**config.mk**
```make
export PLATFORM = sky130hd
export DESIGN_NAME = tx_fifo_ctrl
export DESIGN_NICKNAME = d
export VERILOG_FILES = /design/src/rtl/tx_fifo_ctrl.sv
export SDC_FILE = /design/constraint.sdc
export NUM_CORES = 1
export LEC_CHECK = 0
export BUFFER_PORTS_ARGS = -buffer_cell sky130_fd_sc_hd__buf_2
export CAP_MARGIN = 20
export CORE_AREA = 2 2 98 100
export CTS_CLUSTER_DIAMETER = 40
export DETAILED_ROUTE_END_ITERATION = 8
export DIE_AREA = 0 0 100 102
export GPL_ROUTABILITY_DRIVEN = 0
export HOLD_SLACK_MARGIN = 0.05
export PLACE_DENSITY = 0.78
export REMOVE_ABC_BUFFERS = 1
export SYNTH_ARGS = -nofsm -noshare
export SYNTH_HDL_FRONTEND = slang
export SYNTH_SLANG_ARGS = --single-unit
```
**constraint.sdc**
```tcl
create_clock -name PCLK_tx -period 3.09 [get_ports PCLK_tx]
set_input_delay 0.618 -clock PCLK_tx [delete_from_list [all_inputs] [get_ports PCLK_tx]]
set_output_delay 0.618 -clock PCLK_tx [all_outputs]
set_load 0.1 [all_outputs]
```
**src/rtl/tx_fifo_ctrl.sv**
```systemverilog
// Transmit FIFO controller: edge-triggered push from an APB write-enable level,
// first-word-fall-through read side, sticky overflow/underflow flags and a status byte.
module tx_fifo_ctrl #(
    parameter int DEPTH = 8,
    parameter int WIDTH = 12,
    parameter int CNTW  = 4
) (
    input  logic             PCLK_tx,
    input  logic             PRESETn_tx,
    input  logic             wr_en_i,
    input  logic [WIDTH-1:0] wr_data_i,
    input  logic             rd_ready_i,
    input  logic             clr_flags_i,
    output logic             rd_valid_o,
    output logic [WIDTH-1:0] rd_data_o,
    output logic [7:0]       status_o
);

    localparam int AW = (DEPTH > 1) ? $clog2(DEPTH) : 1;

    logic [WIDTH-1:0] r_mem [DEPTH];
    logic [CNTW-1:0]  r_wr_ptr;
    logic [CNTW-1:0]  r_rd_ptr;
    logic [CNTW-1:0]  r_count;
    logic             r_wr_en_d;
    logic             r_ovf;
    logic             r_udf;

    logic w_push;
    logic w_pop;
    logic w_full;
    logic w_empty;
    logic w_wr_acc;
    logic w_ovf_set;
    logic w_udf_set;

    function automatic logic [CNTW-1:0] ptr_inc(input logic [CNTW-1:0] p);
        return (p == CNTW'(DEPTH - 1)) ? '0 : p + CNTW'(1);
    endfunction

    // Status nibble only has four bits; deeper FIFOs report 15 once past it.
    function automatic logic [3:0] sat_count(input logic [CNTW-1:0] c);
        return (32'(c) > 32'd15) ? 4'hF : 4'(c);
    endfunction

    assign w_full    = (r_count == CNTW'(DEPTH));
    assign w_empty   = (r_count == '0);
    assign w_push    = wr_en_i & ~r_wr_en_d;
    assign w_pop     = ~w_empty & rd_ready_i;
    // A simultaneous pop frees the head slot, so a push into a full FIFO still lands.
    assign w_wr_acc  = w_push & (~w_full | w_pop);
    assign w_ovf_set = w_push & w_full & ~w_pop;
    assign w_udf_set = rd_ready_i & w_empty;

    always_ff @(posedge PCLK_tx or negedge PRESETn_tx) begin
        if (!PRESETn_tx) begin
            r_wr_en_d <= 1'b0;
            r_wr_ptr  <= '0;
            r_rd_ptr  <= '0;
            r_count   <= '0;
            r_ovf     <= 1'b0;
            r_udf     <= 1'b0;
        end else begin
            r_wr_en_d <= wr_en_i;
            if (w_wr_acc)
                r_wr_ptr <= ptr_inc(r_wr_ptr);
            if (w_pop)
                r_rd_ptr <= ptr_inc(r_rd_ptr);
            case ({w_wr_acc, w_pop})
                2'b10:   r_count <= r_count + CNTW'(1);
                2'b01:   r_count <= r_count - CNTW'(1);
                default: r_count <= r_count;
            endcase
            if (clr_flags_i) begin
                r_ovf <= 1'b0;
                r_udf <= 1'b0;
            end else begin
                if (w_ovf_set)
                    r_ovf <= 1'b1;
                if (w_udf_set)
                    r_udf <= 1'b1;
            end
        end
    end

    // Storage carries no reset; stale entries are never visible while count is zero.
    always_ff @(posedge PCLK_tx) begin
        if (w_wr_acc)
            r_mem[r_wr_ptr[AW-1:0]] <= wr_data_i;
    end

    assign rd_valid_o = ~w_empty;
    assign rd_data_o  = r_mem[r_rd_ptr[AW-1:0]];
    assign status_o   = {w_full, w_empty, r_ovf, r_udf, sat_count(r_count)};

endmodule

```
==> impl_metrics.toml <==
[synth]
synth_seq_cells = 111
synth_area_um2 = 4500
yosysWarningCount = 0
ys_types = 35
post_synth.cell_area_avg_um2 = 19.3
seq_area_frac_synth = 0.723
netlist_instances = 233

[worst_setup_path]
worst_r2r_startpoint = "r_count[1]$_DFFE_PN0P_"
timing.critical_path.buf_inv = 2
worst_ep_required_time_ns = 2.47
timing.critical_path.from = "r_rd_ptr[0]$_DFFE_PN0P_"
worstSetupStartpointType = "flop"
slowest_delay_ns = 0.54
critPathTopFamily = "multiplexers"
arrival_ns = 2.20
worstSetupPathType = "flop to primary output"
setup.worst_path.end_class = "primary output"
cp_cell_sequence = "buf_4 -> mux4_2 -> mux2_2 -> buf_2"
critical_path_peak_fanout = 18
worst_path_max_delay_cell = "mux4_2"

[finish]
syn2layout_area_growth_pct = 11.8
n_fill_cell = 714
finish.instance_area_um2 = 5040
leading_cell_type_in_the_layout_fill_and_taps_excluded = "edfxtp_1"
layout-drive-gt1-share = 0.397
design.final.nets = 297
antenna_cells = 0
most_frequent_cells_in_the_layout = "edfxtp_1 (96), buf_2 (37), mux4_2 (24)"

[placement]
dpl-instance-area_um2 = 4830
io_buffer_count = 37
dp_hpwl_um = 4760

[sta]
clock-skew-final_ns = 0.00815
maxSlewHeadroom = 0.469
timing_max_transition_violations_final = 0
final.period_utilization = 0.912
rsz_0062_raised_after_global_routing = "false"
worst_slew_pin_slew_ns = 0.796
fmaxAchievable_ghz = 0.355
finalHoldViolCount = 0
timing.final.crit_period_ns = 2.82
setup_viol_count_final = 0

[clocking]
cts.sinks = 111
cts-resized-gates = 0
post-cts-setup-buffer-count = 0
clockRootBuffer = "clkbuf_8"
cts_inserted_buffers = 9
clockBufferDepth = 2
htree_levels = 3
clock_latency_ns = 0.36
cts.clk_slew.worst_paths_ns = 0.10
cts.hold.buffers_added = 0
cts_tree = "done"

[detailed_routing]
drtPass1Iterations = 5
via_per_inst = 5.52
postRouteWirelength_um = 7420
drt_iter0_markers = 127
detailroute.via_count = 2170
route.detailed.wl_per_inst_um = 18.9
route.detailed.drc = 0
ant_nets = 0

[floorplanning]
rows = 35
core_region_area_um2 = 9110
initial_utilization = 0.495
fp.dieW_um = 100
chipHeight_um = 102
dieArea_um2 = 10200
num_io_pins = 38

[global_routing]
grt.overflow.total = 0
via_count_of_the_first_global_routing_pass = 2252
maximum_number_of_pins_on_one_net_before_global_route_repair = 28
grt_pass1_wl_um = 11700
grt_usage = 0.158
initial_antenna_violation_count = 0

[job]
maxCapViolations = 0

[hold_path]
min-delay-path-class = "primary input to asynchronous set/reset pin"

[run_status]
run_status = "finished, final reports clean"
==> worst reg2reg max path, cell delays in order, from the launching register on <==
cell	delay, ns
dfrtp_1	0.58
nor4b_4	0.13
a21oi_2	0.30
nand2_1	0.15
nor3_2	0.44
buf_4	0.29
==> layout make-up <==
| cell class | instances | area [µm²] | area share |
|---|---|---|---|
| clock buffer | 9 | 124 | 0.0246 |
| clock inverter | 7 | 86.3 | 0.0171 |
| inverter | 4 | 16.3 | 0.00323 |
| multi-input combinational | 102 | 1140 | 0.226 |
| sequential | 111 | 3260 | 0.647 |
| tap | 111 | 139 | 0.0276 |
| timing repair buffer | 49 | 275 | 0.0546 |
==> state kept, by name, indices dropped and copies added, names as in the netlist <==
name	cells
r_count	4
r_udf	1
r_mem	96
r_ovf	1
r_rd_ptr	4
r_wr_en_d	1
r_wr_ptr	4
==> Yosys cell counts <==
master | count | area (µm²)
edfxtp_1 | 96 | 2880
mux4_2 | 24 | 541
mux2_2 | 17 | 191
dfrtp_1 | 15 | 375
nor2_1 | 11 | 41.3
nand2_1 | 8 | 30.0
buf_4 | 6 | 45.0
clkbuf_1 | 5 | 18.8
nand2b_1 | 5 | 31.3
a21oi_1 | 4 | 20.0
xnor2_1 | 4 | 35.0
buf_2 | 3 | 15.0
ha_1 | 3 | 37.5
inv_1 | 3 | 11.3
nor3_1 | 3 | 15.0
a31oi_1 | 2 | 12.5
buf_6 | 2 | 22.5
nand3_1 | 2 | 10.0
nand4_1 | 2 | 12.5
o21ai_0 | 2 | 10.0
o21bai_1 | 2 | 15.0
a21oi_2 | 1 | 8.76
a22o_1 | 1 | 8.76
clkinv_2 | 1 | 5.00
mux2i_1 | 1 | 10.0
nor2_2 | 1 | 6.26
nor2b_1 | 1 | 6.26
nor3b_1 | 1 | 7.51
nor4b_4 | 1 | 23.8
o31ai_2 | 1 | 12.5
o32ai_1 | 1 | 8.76
or3_1 | 1 | 6.26
or4_1 | 1 | 7.51
or4_4 | 1 | 11.3
xor2_1 | 1 | 8.76
==> metal layers <==
metal	vias up	wire [µm]	track usage
li1	1005	-	-
met1	1119	3380	0.208
met2	34	3690	0.258
met3	12	194	0.0349
met4	0	148	0.0664
met5	-	0	0
==> kinds of logic (layout without fill, tap and decap cells) <==
group,Yosys count,count (layout),synth area share
AOI/OAI and AO/OA,14,14,0.0214
and+or+nand+nor,38,38,0.0464
muxes,42,42,0.165
buffers and inverters,20,69,0.0261
DFF,111,111,0.723
xor gates and xnor gates,5,5,0.00972
adders and majority gates,3,3,0.00833
==> final timing paths <==
| path | to | slack, ns | depth (start not counted) |
|---|---|---|---|
| max in group asynchronous | r_wr_ptr[1]$_DFFE_PN0P_ | 2.69 | 1 |
| min reg2reg | r_ovf$_DFFE_PN0P_ | 0.51 | 2 |
| max | rd_data_o[3] | 0.27 | 4 |
| min in group PCLK_tx | r_wr_en_d$_DFF_PN0_ | 0.39 | 1 |
| min | r_count[0]$_DFFE_PN0P_ | 0.14 | 1 |
| max reg2reg | r_mem[1][7]$_DFFE_PP_ | 0.91 | 5 |
==> metrics by stage <==
step / hold WS (ns) / setup slack, ns / util / setup TNS [ns] / instances
6_report: 0.137 / 0.271 / 0.553 / 0 / 393
2_1_floorplan: 0.322 / -0.130 / - / -6.97 / 217
3_5_place_dp: 0.499 / 0.655 / 0.530 / 0 / 377
4_1_cts: 0.140 / 0.231 / 0.553 / 0 / 393
5_1_grt: 0.135 / 0.131 / 0.553 / 0 / 393
3_3_place_gp: 0.477 / 0.665 / 0.530 / 0 / 377
Power is not shown: default switching activity piles up to over one toggle a cycle in this logic, so the estimate is an artifact.
